**src/rtl/control_riesgos.sv**
```systemverilog
// Hazard/stall controller for the 5-stage filter pipeline: load-use stalls, memory-wait
// freeze, taken-branch flush and saturating stall/flush event counters.
module control_riesgos #(
  parameter int LOAD_LAT = 2,
  parameter int CNT_W    = 16
) (
  input  logic             clk,
  input  logic             rst_n,
  input  logic [3:0]       Ra_F_Reg,
  input  logic             RE_A_F_Reg,
  input  logic [3:0]       Rb_F_Reg,
  input  logic             RE_B_F_Reg,
  input  logic [3:0]       Robj_Reg_Exe,
  input  logic             WE_Reg_Exe,
  input  logic             mem_RE_Reg_Exe,
  input  logic             branch_taken,
  input  logic             mem_busy,
  output logic             pc_en,
  output logic             en_F_Reg,
  output logic             en_pipe,
  output logic             flush_F_Reg,
  output logic             bubble_Reg_Exe,
  output logic [CNT_W-1:0] stall_count,
  output logic [CNT_W-1:0] flush_count
);

  typedef enum logic [1:0] {RUN, LOAD_STALL, FREEZE} state_t;

  state_t           state_q, state_d;
  state_t           saved_q, saved_d;
  state_t           eff_state;
  logic [3:0]       cnt_q, cnt_d;
  logic [CNT_W-1:0] stall_q, stall_d;
  logic [CNT_W-1:0] flush_q, flush_d;
  logic             hazard;
  logic             pc_en_c, en_f_c, en_pipe_c, flush_c, bubble_c;

  assign hazard = mem_RE_Reg_Exe & WE_Reg_Exe &
                  (((Ra_F_Reg == Robj_Reg_Exe) & RE_A_F_Reg) |
                   ((Rb_F_Reg == Robj_Reg_Exe) & RE_B_F_Reg));

  // Leaving FREEZE resumes the saved state and applies its rules in the same cycle.
  assign eff_state = (state_q == FREEZE) ? saved_q : state_q;

  always_comb begin
    // NOTE: every signal gets a default first so no path leaves one unassigned (no latches).
    state_d   = state_q;
    saved_d   = saved_q;
    cnt_d     = cnt_q;
    stall_d   = stall_q;
    flush_d   = flush_q;
    pc_en_c   = 1'b1;
    en_f_c    = 1'b1;
    en_pipe_c = 1'b1;
    flush_c   = 1'b0;
    bubble_c  = 1'b0;

    if (mem_busy) begin
      pc_en_c   = 1'b0;
      en_f_c    = 1'b0;
      en_pipe_c = 1'b0;
      saved_d   = eff_state;
      state_d   = FREEZE;
    end else begin
      state_d = eff_state;
      if (branch_taken) begin
        flush_c  = 1'b1;
        bubble_c = 1'b1;
        cnt_d    = '0;
        state_d  = RUN;
        if (flush_q != '1) flush_d = flush_q + CNT_W'(1);
      end else if (eff_state == LOAD_STALL) begin
        pc_en_c  = 1'b0;
        en_f_c   = 1'b0;
        bubble_c = 1'b1;
        cnt_d    = cnt_q - 4'd1;
        if (cnt_q == 4'd1) state_d = RUN;
        if (stall_q != '1) stall_d = stall_q + CNT_W'(1);
      end else if (hazard) begin
        pc_en_c  = 1'b0;
        en_f_c   = 1'b0;
        bubble_c = 1'b1;
        if (stall_q != '1) stall_d = stall_q + CNT_W'(1);
        if (LOAD_LAT > 1) begin
          cnt_d   = 4'(LOAD_LAT - 1);
          state_d = LOAD_STALL;
        end
      end
    end
  end

  // NOTE: sequential state uses non-blocking assignments only.
  always_ff @(posedge clk or negedge rst_n) begin
    if (!rst_n) begin
      state_q <= RUN;
      saved_q <= RUN;
      cnt_q   <= '0;
      stall_q <= '0;
      flush_q <= '0;
    end else begin
      state_q <= state_d;
      saved_q <= saved_d;
      cnt_q   <= cnt_d;
      stall_q <= stall_d;
      flush_q <= flush_d;
    end
  end

  // While reset is low the pipe is held and F/Reg, Reg/Exe are forced to NOP.
  assign pc_en          = rst_n & pc_en_c;
  assign en_F_Reg       = rst_n & en_f_c;
  assign en_pipe        = rst_n & en_pipe_c;
  assign flush_F_Reg    = ~rst_n | flush_c;
  assign bubble_Reg_Exe = ~rst_n | bubble_c;
  assign stall_count    = stall_q;
  assign flush_count    = flush_q;

endmodule

```
**config.mk**
```make
export PLATFORM = sky130hd
export DESIGN_NAME = control_riesgos
export DESIGN_NICKNAME = d
export VERILOG_FILES = /design/src/rtl/control_riesgos.sv
export SDC_FILE = /design/constraint.sdc
export NUM_CORES = 1
export LEC_CHECK = 0
export BUFFER_PORTS_ARGS = -buffer_cell sky130_fd_sc_hd__buf_4
export CAP_MARGIN = 20
export CORE_UTILIZATION = 47
export DETAILED_ROUTE_END_ITERATION = 10
export PLACE_DENSITY_LB_ADDON = 0.15
export SYNTH_ARGS = -nofsm -noshare
export SYNTH_HDL_FRONTEND = slang
export SYNTH_SLANG_ARGS = --single-unit
```
**constraint.sdc**
```tcl
create_clock -name clk -period 1.6 [get_ports clk]
set_input_delay 0 -clock clk [delete_from_list [all_inputs] [get_ports clk]]
set_output_delay 0 -clock clk [all_outputs]
set_load 0.01 [all_outputs]
```
**Word level (Yosys, flattened, before mapping)**

Cells that the tools add are included.

- Reductions and logical operators: 5
- Eq/ne operators: 7
- Multiplexer cells: 23
- Bitwise operators: 12
- Add/sub/neg operators: 3

Operator list:

| operator | number |
|---|---|
| $mux 16 | 3 |
| $add 16x1->16 const B | 2 |
| $ne 16x16->1 const B | 2 |
| $mux 2 | 6 |
| $mux 4 | 3 |
| $mux 1 | 11 |
| $eq 4x4->1 | 2 |
| $and 1x1->1 | 6 |
| $reduce_and 3->1 | 2 |
| $eq 4x1->1 const B | 1 |
| $sub 4x1->4 const B | 1 |
| $not 1->1 | 3 |
| $or 1x1->1 | 3 |
| $reduce_bool 3->1 | 1 |
| $eq 2x1->1 const B | 1 |
| $eq 2x2->1 const B | 1 |
| $reduce_and 2->1 | 1 |
| $reduce_bool 2->1 | 1 |

- Word-level logic and storage cells: 55
- Input port bits: 20
- Flip-flop bits (word level): 40
- Output and inout bits: 37

**Depth between registers and ports, before layout**

- Depth after elaboration: 9
- Mapped depth: 7
- Depth with buffers taken out: 7

**Worst setup path before layout**

OpenSTA, ideal clock, no wires.

- Path kind: register -> register
- From: reg stall_q[0] (netlist: stall_count[0])
- To: reg stall_q[1] (netlist: stall_count[1])
- Period minus slack after synthesis: 1.847 ns
- Data required time: 1.475 ns
- Cell stages (with the launch flop): 8
- Library setup time: 0.125 ns
- Path buffers: 0
- Path slack: -0.247 ns
- Arrival: 1.722 ns
- Cells stage by stage: dfrtp_1 -> ha_1 -> nand3_1 -> nor2_1 -> nand3_1 -> nand2_4 -> or2_4 -> mux2_4

- Longest elaborated chain between the ends: 4
- Elaborated cells between the ends (all ways): 5
- Classes of those cells: add/sub (1); eq/ne (1); mux (3)

Ends and longest elaborated chain:

| item | line | source |
|---|---|---|
| start: declaration | 33 | `logic [CNT_W-1:0] stall_q, stall_d;` |
| start signal: assignment | 104 | `stall_q <= stall_d;` |
| $add 16x1->16 / $ne 16x16->1 (equally long branches) | 78, 83 |  |
| $mux 16 (*) | 78, 83 |  |
| $mux 16 | 79 | `end else if (hazard) begin` |
| $mux 16 (*) | 72 | `end else if (eff_state == LOAD_STALL) begin` |

Mark *: on every way between the ends. The rest lies on a longest branch, timed or not. The select of a mux whose other input is x is not followed.
A chain may end at the register's enable or synchronous reset.

**Worst setup path after layout**

- From: reg saved_q[1]
- To: out en_F_Reg

- Longest elaborated chain between the ends: 6

Ends and longest elaborated chain:

| item | line | source |
|---|---|---|
| start: declaration | 30 | `state_t saved_q, saved_d;` |
| start signal: assignment | 102 | `saved_q <= saved_d;` |
| $mux 2 | 43 | `assign eff_state = (state_q == FREEZE) ? saved_q : state_q;` |
| $eq 2x1->1 | 72 |  |
| $mux 1 | 72 |  |
| $mux 1 | 66 | `if (branch_taken) begin` |
| $mux 1 | 58 | `if (mem_busy) begin` |
| $and 1x1->1 | 111 | `assign en_F_Reg = rst_n & en_f_c;` |
| end: declaration | 19 | `output logic en_F_Reg,` |

No other way between the ends.

==> out/results.ini <==
[route]
avgRoutedWirePerCell_um=13.9
routed_via_density=5.19
drtPass1Iterations=4
drtIter0Drc=101
vias=1873
drtAntennaViolNets=0
wl_um=5030
drc=0

[floorplanning]
num_rows=24
die_area_um2=4850
core_area_um2=4380
fp.dieW_um=69.6
ios=57
start_util_pct=49.0
dieHeight_um=69.6

[sta]
rsz0062_at_grt=true
tightest_slew_ps=462
finalClockSkew_ps=13.5
whs_ps=23.5
setup_slack_ps=-46.7
hold_violations=0
timing.final.max_slew_violations=0
period_needed_ps=1650
setup_violations=5
fmax_mhz=607
tns_ps=-144
relSlewSlack_pct=69.2
fin_crit_sh_pct=103

[setup_path]
worst-path-max-fanout=5
worstSetupPathType=register to primary output
cp-start-kind=register
cp.required_ps=1600
endpoint_kind=primary output
arrival_ps=1650

[pwr]
comb_power_share_pct=30.1
p_per_area_nw_per_um2=845
p_int_uw=1870
clockPowerShare_pct=24.8
leakage_uw=0.00159
p_sw_uw=793
swShare_pct=29.8
pwr-share-seq_pct=45.1
ir_drop_v=0.000474

[outcome]
violations=setup timing
outcome=complete, but fails checks

[synthesis]
syn_avg_cell_area_um2=10.3
yosys_most_used_dff=dfrtp_1
synthArstFlopShare_pct=100
netlist_top_cells_area=dfrtp_1, xor2_1, xnor2_1, nand2_1, nor2_1
synth_edf_count=0
ys_types=48
synthTopCellsByCount=dfrtp_1, xor2_1, nand2_1, nor2_1, xnor2_1
yosys_warnings=0
postSynthCellCount=209
synthDominantCellAreaShare_pct=46.6
netlist_area_um2=2150
synth-seq-cells=40
synth_nets=233
synth_largest_area_cell=dfrtp_1
yosysMostFrequentCell=dfrtp_1
seq_area_frac_synth_pct=46.6

[clock_tree]
clk_latency_ps=290
cts_tree=done
cts-root-buf=clkbuf_8
clock_path_buffers=2
cts.sinks=40
h-tree-depth=2
cts_buffers=5
clk_pin_slew_ps=70

[cells_and_area]
drive_above_1_share_pct=45.0
synthToLayoutAreaGrowth_pct=46.8
fillers=348
nets=332
post-route-util_pct=71.9
num_antenna_cells=0

[place]
dpl.hpwl_um=3580
io_buffer_count=56
gp_congestion=0.794

[global_route]
grt_use_total_pct=20.6
overflow=0
grt_pass1_wl_um=7940
grt_pass1_vias=1776
grt_max_degree=37
antenna_found_initial=0

[flow_run]
drv_cap=0

[hold_path]
hold_path.class=input pin to register

## through the flow
stage / instance area [um^2] / setup WS, ps / instances / total power [uW]
after floorplan: 2190 / -84.9 / 209 / 1560
after global placement: 2860 / 46.2 / 340 / 1960
after detailed placement: 2860 / -9.38 / 340 / 1980
after CTS: 3020 / -50.7 / 354 / 2650
after global routing: 3150 / -115 / 361 / 2800
final: 3150 / -46.7 / 361 / 2660
## power groups by stage
stage | logic [uW] | clock network, uW | registers, uW
global route | 878 | 706 | 1220
finish | 802 | 659 | 1200
global placement | 752 | 0 | 1210
detailed placement | 760 | 0 | 1220
floorplan | 268 | 0 | 1290
CTS | 783 | 669 | 1200
## cells in the final DEF (no fill, tap or decap), types with 2 or more instances in the layout
master,count
nor3_2,2
dlygate4sd3_1,2
dfrtp_2,4
buf_4,92
nor4b_4,2
or2_2,2
nor2_1,19
ha_2,2
nor3b_2,2
nand4_1,10
dfrtp_1,36
nand2_4,2
nand3_2,2
xor2_1,22
xnor2_1,16
o21ai_0,2
nand2_1,20
nand3_1,10
buf_6,2
nor3_4,4
clkbuf_1,2
inv_1,5
or2_4,2
nor4_4,2
clkbuf_8,5
ha_1,2
a21oi_1,4
nor3_1,3
## layout make-up
type	instances	area, um^2	share of cell area [%]
Multi-Input combinational cell	157	1220	38.8
Sequential cell	40	1010	31.9
Timing Repair Buffer	98	753	23.9
Clock buffer	7	76.3	2.42
Tap cell	52	65.1	2.06
Inverter	6	25.0	0.794
Clock inverter	1	5.00	0.159
## critical path: stages (launching register included)
cell	delay, ps
dfrtp_1	380
or2_4	270
o22ai_4	150
nor3_4	80
buf_6	150
o21a_1	190
buf_4	140
## final timing paths
check | start | endpoint | slack (ps) | cells past startpoint
max reg2reg | saved_q[1] | stall_count[13] | -30 | 7
min in group asynchronous | rst_n | flush_count[13] | 100 | 2
min | mem_busy | saved_q[1] | 20 | 2
min reg2reg | stall_count[12] | stall_count[12] | 500 | 1
max | saved_q[1] | en_F_Reg | -50 | 6
max in group asynchronous | rst_n | state_q[1] | 820 | 3
## metal layers
layer  track usage (%)  vias to the layer above  part of all wire [%]
met3              4.51                        5                   3.9
li1                  -                      927                     -
met1              26.6                      892                    45
met5                 0                        -                     0
met2              35.2                       49                    51
met4              5.33                        0                   1.0
## cell families (layout without fill, tap and decap cells)
group | Yosys count | in the layout | share of synthesized area (%)
muxes | 2 | 2 | 1.22
adders and majority gates | 4 | 4 | 2.33
DFF | 40 | 40 | 46.6
xor gates and xnor gates | 38 | 38 | 15.5
buffers and inverters | 12 | 112 | 2.74
and+or+nand+nor | 94 | 94 | 25.1
AOI/OAI and AO/OA | 19 | 19 | 6.52
## repair_timing
item                                    in CTS  in global routing
cloned                                       0                  1
pin swaps                                    4                 16
endpoints found under the setup margin       7                 28
buffers inserted                             4                  6
hold endpoints to repair                    41                  0
gates resized for setup                      4                 22
hold buffers                                 2                  0
## flip-flops by register name (all words and copies together), names as in the netlist
register / cells
state_q: 2
flush_count: 16
cnt_q: 4
saved_q: 2
stall_count: 16
Note: power is estimated with default switching activity, not from simulation.
